**src/rtl/brush_ctrl.sv**
```systemverilog
// rtl/brush_ctrl.sv - brush size stepper with auto-repeat and registered colour strobe
//
// Purpose: turns debounced increase/decrease levels into a saturating brush
// size (press-to-step, hold-to-auto-repeat) and registers the switch colour
// with a one-cycle change strobe.
//
// Optional feature macro: AUTOREPEAT_EN
//   defined   - IDLE/HOLD/REPEAT FSM plus timer give hold-to-repeat stepping
//   undefined - exactly one step per valid rise; HOLD_CYCLES/REPEAT_CYCLES ignored
//
// Ports:
//   clk           in   1       system clock
//   rst           in   1       asynchronous active-high reset
//   increase      in   1       debounced increase button level
//   decrease      in   1       debounced decrease button level
//   color         in   8       debounced switch colour
//   size          out  SIZE_W  current brush size
//   size_changed  out  1       one-cycle pulse when size takes a new value
//   color_out     out  8       registered colour
//   color_changed out  1       one-cycle pulse when color_out takes a new value

module brush_ctrl #(
    parameter int SIZE_W        = 4,
    parameter int SIZE_MIN      = 1,
    parameter int SIZE_MAX      = 15,
    parameter int SIZE_RESET    = 1,
    parameter int HOLD_CYCLES   = 50_000_000,
    parameter int REPEAT_CYCLES = 10_000_000
) (
    input  logic              clk,
    input  logic              rst,
    input  logic              increase,
    input  logic              decrease,
    input  logic [7:0]        color,
    output logic [SIZE_W-1:0] size,
    output logic              size_changed,
    output logic [7:0]        color_out,
    output logic              color_changed
);

    generate
        if (SIZE_MIN > SIZE_RESET || SIZE_RESET > SIZE_MAX ||
            HOLD_CYCLES < 1 || REPEAT_CYCLES < 1) begin : g_bad_params
            $error("brush_ctrl: illegal parameter combination");
        end
    endgenerate

    localparam logic [SIZE_W-1:0] SMIN   = SIZE_W'(SIZE_MIN);
    localparam logic [SIZE_W-1:0] SMAX   = SIZE_W'(SIZE_MAX);
    localparam logic [SIZE_W-1:0] SRESET = SIZE_W'(SIZE_RESET);

    // Previous-sample registers reset to 1 so a button already held when
    // reset is released is not mistaken for a fresh press.
    logic inc_q;
    logic dec_q;
    logic valid_inc;
    logic valid_dec;
    logic step_up;
    logic step_dn;

    // A rise only counts while the opposite button is released.
    assign valid_inc = increase & ~inc_q & ~decrease;
    assign valid_dec = decrease & ~dec_q & ~increase;

`ifdef AUTOREPEAT_EN
    localparam int TMAX = (HOLD_CYCLES > REPEAT_CYCLES) ? HOLD_CYCLES : REPEAT_CYCLES;
    localparam int TW   = $clog2(TMAX) + 1;
    localparam logic [TW-1:0] HOLD_LAST = TW'(HOLD_CYCLES - 1);
    localparam logic [TW-1:0] REP_LAST  = TW'(REPEAT_CYCLES - 1);

    typedef enum logic [1:0] {
        IDLE   = 2'd0,
        HOLD   = 2'd1,
        REPEAT = 2'd2
    } state_t;

    state_t          state;
    state_t          state_next;
    logic [TW-1:0]   timer;
    logic [TW-1:0]   timer_next;
    logic            dir;          // 1 = stepping up, 0 = stepping down
    logic            dir_next;
    logic            dir_btn;
    logic            other_btn;

    always_ff @(posedge clk or posedge rst) begin
        if (rst) begin
            state <= IDLE;
            timer <= '0;
            dir   <= 1'b0;
        end else begin
            state <= state_next;
            timer <= timer_next;
            dir   <= dir_next;
        end
    end

    always_comb begin
        state_next = state;
        timer_next = timer;
        dir_next   = dir;
        step_up    = 1'b0;
        step_dn    = 1'b0;
        dir_btn    = dir ? increase : decrease;
        other_btn  = dir ? decrease : increase;
        case (state)
            IDLE: begin
                if (valid_inc) begin
                    step_up    = 1'b1;
                    dir_next   = 1'b1;
                    timer_next = '0;
                    state_next = HOLD;
                end else if (valid_dec) begin
                    step_dn    = 1'b1;
                    dir_next   = 1'b0;
                    timer_next = '0;
                    state_next = HOLD;
                end
            end
            HOLD, REPEAT: begin
                // Releasing the held button or touching the other one ends
                // the repeat sequence without a step.
                if (!dir_btn || other_btn) begin
                    state_next = IDLE;
                    timer_next = '0;
                end else if (timer == ((state == HOLD) ? HOLD_LAST : REP_LAST)) begin
                    step_up    = dir;
                    step_dn    = ~dir;
                    timer_next = '0;
                    state_next = REPEAT;
                end else begin
                    timer_next = timer + 1'b1;
                end
            end
            default: begin
                state_next = IDLE;
                timer_next = '0;
            end
        endcase
    end
`else
    assign step_up = valid_inc;
    assign step_dn = valid_dec;
`endif

    always_ff @(posedge clk or posedge rst) begin
        if (rst) begin
            inc_q         <= 1'b1;
            dec_q         <= 1'b1;
            size          <= SRESET;
            size_changed  <= 1'b0;
            color_out     <= 8'h00;
            color_changed <= 1'b0;
        end else begin
            inc_q        <= increase;
            dec_q        <= decrease;
            size_changed <= 1'b0;
            if (step_up && size < SMAX) begin
                size         <= size + 1'b1;
                size_changed <= 1'b1;
            end else if (step_dn && size > SMIN) begin
                size         <= size - 1'b1;
                size_changed <= 1'b1;
            end
            color_out     <= color;
            color_changed <= (color != color_out);
        end
    end

endmodule

```
**config.mk**
```make
export PLATFORM = sky130hd
export DESIGN_NAME = brush_ctrl
export DESIGN_NICKNAME = d
export VERILOG_FILES = /design/src/rtl/brush_ctrl.sv
export SDC_FILE = /design/constraint.sdc
export NUM_CORES = 1
export LEC_CHECK = 0
export BUFFER_PORTS_ARGS = -buffer_cell sky130_fd_sc_hd__clkbuf_2
export CAP_MARGIN = 20
export CORE_MARGIN = 4
export CORE_UTILIZATION = 45
export CTS_CLUSTER_SIZE = 40
export DETAILED_ROUTE_END_ITERATION = 16
export PLACE_DENSITY = 0.74
export SKIP_CTS_REPAIR_TIMING = 1
export SYNTH_ARGS = -nofsm -noshare
export SYNTH_HDL_FRONTEND = slang
export SYNTH_SLANG_ARGS = --single-unit
```
**constraint.sdc**
```tcl
create_clock -name clk -period 1.8 [get_ports clk]
set_clock_uncertainty 0.05 [all_clocks]
set_input_delay 0.36 -clock clk [delete_from_list [all_inputs] [get_ports clk]]
set_output_delay 0.36 -clock clk [all_outputs]
set_load 0.05 [all_outputs]
```
==> results.cfg, run 1 <==
[run_status]
status = complete, no violations

[cells_and_area]
multi_input_area_um2 = 266.5
nFillCells = 111
num-nets-final = 100
syn2layout_area_growth_pct = 27.36
drive_gt1_share_pct = 40.48
final_cell_count_no_fill = 99
register_area_um2 = 404.1
final_core_util_pct = 63.10
diodes = 0

[cts]
numCtsBuffers = 3
clock_path_buffers = 2
cts.sinks = 16
cts.clk_slew.worst_paths_ns = 0.09
cts_tree = yes
h-tree-depth = 1
cts-root-buf = clkbuf_4
clk-insertion-delay-late_ns = 0.28

[logic_synthesis]
syn-cell-area_um2 = 676.9
syn_inst = 55
ys_warn_count = 0
synthesis.nets = 70
yosysMostFrequentCell = dfrtp_1
avgSynthCellArea_um2 = 12.31
synth-seq-cells = 16
synth_edf_count = 0
synth.distinct_cells = 20
synth_top_area_share_pct = 48.06
yosysSeqAreaShare_pct = 59.70
synth_top_cell_by_area = dfrtp_1
synth_commonest_cells = dfrtp_1, xor2_1
ys.flop_type = dfrtp_1
synthArstFlopShare_pct = 100.0
ys_top_cells_by_area = dfrtp_1, dfstp_2, xor2_1

[worst_setup_path]
cp_max_fo = 6
startpoint_type = register
arrival_ns = 1.81
cp.required_ns = 1.96
crit_type = reg -> reg
crit_path_end_kind = register

[grt]
grt-ovfl-total = 0
grt_pass1_vias = 453
grtUsageTotal_pct = 13.17
antenna_found_initial = 0
grt_start_max_net_pins = 17
grt_pass1_wl_um = 1883

[sta]
fin_crit_ns = 1.646
finalCritPeriodShare_pct = 91.42
worst_pin_slew_ns = 0.5837
timing.setup.tns_ns = 0
drv_slew = 0
setup_viol = 0
slew_headroom_pct = 61.04
hold_violations = 0
grt_setup_unrepaired = no
setup_ws_ns = 0.1545
fmax_ghz = 0.6077

[job]
cap_violations = 0

[die]
dieWidth_um = 46.79
start_util_pct = 49.54
ios = 26
die_area_um2 = 2189
rows = 13
die_h_um = 46.79
core-area_um2 = 1366

[power]
p_sw_share_pct = 43.73
pwr-share-comb_pct = 40.0
vdd_drop_max_mv = 1.029
p_sw_mw = 0.5423
seqPwrFrac_pct = 41.5
pwr-share-clk_pct = 18.6
p_leak_nw = 0.4203
powerDensity_nw_per_um2 = 1439
p_int_mw = 0.6978

[place]
dp_slack_ns = 0.1511
numPortBuffers = 25
hpwl_um = 918.9
routabilityCongestion = 0.8593
dp_cells = 95

[drt]
vias = 498
wl_per_cell_um = 12.38
drc = 0
first_pass_iters = 1
drtIter0Drc = 0
drt-total-wl_um = 1226
viasPerCell = 5.030
postRouteAntennaNets = 0

[worst_hold_path]
hold_path.class = in -> async
cell type report:
class | instances | share of cell area (%)
flip-flops and latches | 16 | 46.88
multi-input cells | 36 | 30.91
repair buffers | 25 | 14.51
clock buffers | 4 | 4.209
well taps | 15 | 2.177
inverters | 3 | 1.306
power by group through the flow:
stage / combinational [mW] / sequential, mW / clock, mW
after global placement: 0.491 / 0.513 / 0
after floorplan: 0.176 / 0.711 / 0
after CTS: 0.494 / 0.510 / 0.244
after detailed placement: 0.491 / 0.518 / 0
final: 0.496 / 0.514 / 0.230
after global routing: 0.535 / 0.531 / 0.258
metal layers:
layer	part of all wire (%)	vias up	GRT usage, %
met3	8.8	4	1.533
met1	48	220	17.11
met5	0	-	0
met4	2.9	0	13.26
met2	40	22	18.43
li1	-	252	-
path summary, 6_finish.rpt:
kind                               start             to  slack, ns  cells past startpoint
worst min register to register   size[0]        size[0]       0.52                      2
worst min-delay path                 rst  color_changed       0.05                      2
worst max-delay path             size[0]        size[3]       0.15                      6
min in group clk                decrease          dec_q       0.14                      1
max in group asynchronous            rst   color_out[7]       1.26                      2
worst max register to register   size[0]        size[3]       0.15                      6
layout by cell type (no fill, tap or decap), types with 2 or more instances in the layout:
cell type | synthesis | final
nor2_1 | 2 | 2
dfstp_2 | 3 | 3
nor3b_1 | 2 | 2
o211ai_1 | 2 | 2
a21oi_1 | 2 | 2
dfrtp_1 | 13 | 13
inv_1 | 3 | 3
xor2_1 | 9 | 9
nand3_1 | 3 | 3
nor4_1 | 2 | 2
clkbuf_2 | 0 | 25
clkbuf_4 | 0 | 3
ha_1 | 3 | 3
nand2_1 | 3 | 3
through the flow:
step           power, mW  instance area [µm²]  hold slack (ns)
2_1_floorplan     0.8868                676.9           0.2216
3_3_place_gp       1.004                820.8           0.3844
3_5_place_dp       1.009                820.8           0.3963
4_1_cts            1.248                857.1          0.07372
5_1_grt            1.325                862.1           0.1019
6_report           1.240                862.1          0.05412
critical path, cell delays in order (launching register included):
cell and delay [ns]:
dfstp_2 0.58, inv_1 0.08, ha_1 0.23, nor2_1 0.16
o31ai_2 0.11, o22ai_1 0.22, xor2_1 0.15
state kept, by name, indices dropped and copies added (netlist names):
register	flops
color_out	8
size	4
color_changed	1
dec_q	1
inc_q	1
size_changed	1
kinds of logic after synthesis:
| group | share of synthesized area (%) |
|---|---|
| buf+inv | 1.663 |
| simple gates | 12.38 |
| flops | 59.70 |
| fa+ha+maj | 5.546 |
| xor+xnor | 12.94 |
| compound gates | 7.763 |
Note: power is estimated with default switching activity, not from simulation.
==> run 2, diff against run 1 <==
--- a/config.mk
+++ b/config.mk
@@ -16,3 +16,4 @@
 export SYNTH_ARGS = -nofsm -noshare
 export SYNTH_HDL_FRONTEND = slang
 export SYNTH_SLANG_ARGS = --single-unit
+export TNS_END_PERCENT = 1
==> constraint.sdc (replaced) <==
create_clock -name clk -period 1.8 [get_ports clk]
set_clock_uncertainty 0.05 [all_clocks]
set_input_delay 0.09 -clock clk [delete_from_list [all_inputs] [get_ports clk]]
set_output_delay 0.09 -clock clk [all_outputs]
set_load 0.05 [all_outputs]
==> run 2 against run 1 <==
Clock power about the same; first-iteration DRC count unchanged; power increased by 1.4%; global-route usage unchanged; critical path type unchanged; critical path depth unchanged.
==> results.cfg, run 2 (synthesized netlist as in run 1, its figures left out) <==
[sta]
hold_violations = 0
fmax_ghz = 0.6079
setup_ws_ns = 0.1550
timing.setup.tns_ns = 0
fin_crit_ns = 1.645
setup_viol = 0
slew_headroom_pct = 60.65
worst_pin_slew_ns = 0.5896
drv_slew = 0
finalCritPeriodShare_pct = 91.39
grt_setup_unrepaired = no
hold_slack_ns = 0.3562

[cts]
cts.clk_slew.worst_paths_ns = 0.09
numCtsBuffers = 3
cts-root-buf = clkbuf_4
clk-insertion-delay-late_ns = 0.28
cts_tree = yes
clock_path_buffers = 2
cts.sinks = 16
h-tree-depth = 1

[worst_setup_path]
crit_type = reg -> reg
cp_max_fo = 6
crit_path_end_kind = register
cp.required_ns = 1.96
startpoint_type = register
arrival_ns = 1.81

[grt]
antenna_found_initial = 0
grtUsageTotal_pct = 13.17
grt_start_max_net_pins = 17
grt-ovfl-total = 0
grt_pass1_vias = 453
grt_pass1_wl_um = 1883

[job]
cap_violations = 0

[die]
start_util_pct = 49.54
rows = 13
core-area_um2 = 1366
die_area_um2 = 2189
dieWidth_um = 46.79
die_h_um = 46.79
ios = 26

[cells_and_area]
syn2layout_area_growth_pct = 43.62
final_cell_count_no_fill = 110
final_area_um2 = 972.2
top_register = color_out
reg_top3 = color_out x8, size x4
num-nets-final = 111
final_cell_mix = clkbuf_2, dfrtp_1, dlygate4sd3_1
drive_gt1_share_pct = 35.79
largest_reg_flops = 8
nFillCells = 95
final_common_cell = clkbuf_2
diodes = 0

[power]
vdd_drop_max_mv = 1.031
powerDensity_nw_per_um2 = 1294
p_leak_nw = 0.4662

[drt]
vias = 542
viasPerCell = 4.927
drt-total-wl_um = 1396
postRouteAntennaNets = 0
drc = 0
first_pass_iters = 1
drtIter0Drc = 0
wl_per_cell_um = 12.69

[worst_hold_path]
hold_path.class = in -> async

[place]
routabilityCongestion = 0.8593
place_area_um2 = 820.8
dp_cells = 95
hpwl_um = 918.9
dp_slack_ns = 0.1511
numPortBuffers = 25

[run_status]
status = complete, no violations
==> run 2: layout make-up <==
cell class	instances	area (µm²)	share of cell area, %
Multi-Input combinational cell	36	266.5	27.41
Sequential cell	16	404.1	41.57
Tap cell	15	18.77	1.931
Clock buffer	4	36.28	3.732
Inverter	3	11.26	1.158
Timing Repair Buffer	36	235.2	24.20
==> run 2: metrics by stage <==
step | util (%) | total power, mW
2_1_floorplan | - | 0.8868
3_3_place_gp | 60.07 | 1.004
3_5_place_dp | 60.07 | 1.009
4_1_cts | 62.73 | 1.248
5_1_grt | 71.15 | 1.345
6_report | 71.15 | 1.258
==> run 2: layer usage <==
metal | up-vias | track usage [%] | part of all wire, %
met5 | - | 0 | 0
met1 | 241 | 17.11 | 44
met2 | 22 | 18.43 | 44
met3 | 4 | 1.533 | 9.0
met4 | 0 | 13.26 | 2.5
li1 | 275 | - | -
==> run 2: path summary, 6_finish.rpt <==
check,from,to,slack (ns),depth (start not counted)
setup / recovery,size[0],size[3],0.16,6
hold / removal,rst,color_changed,0.36,3
setup reg to reg,size[0],size[3],0.16,6
hold reg to reg,size[0],size[0],0.52,2
max in group asynchronous,rst,size[2],0.96,3
min in group clk,increase,inc_q,0.42,2
==> run 2: worst max-delay path, stage by stage, from the launching register on <==
cell     delay, ns
dfstp_2       0.58
inv_1         0.08
ha_1          0.23
nor2_1        0.16
o31ai_2       0.11
o22ai_1       0.22
xor2_1        0.15
==> run 2: where the power goes <==
group	total (mW)	switching [mW]	internal [mW]	leakage, nW
clock network	0.229	0.106	0.123	0.0210
logic	0.515	0.355	0.159	0.262
registers	0.515	0.0838	0.431	0.183
total	1.26	0.545	0.713	0.466
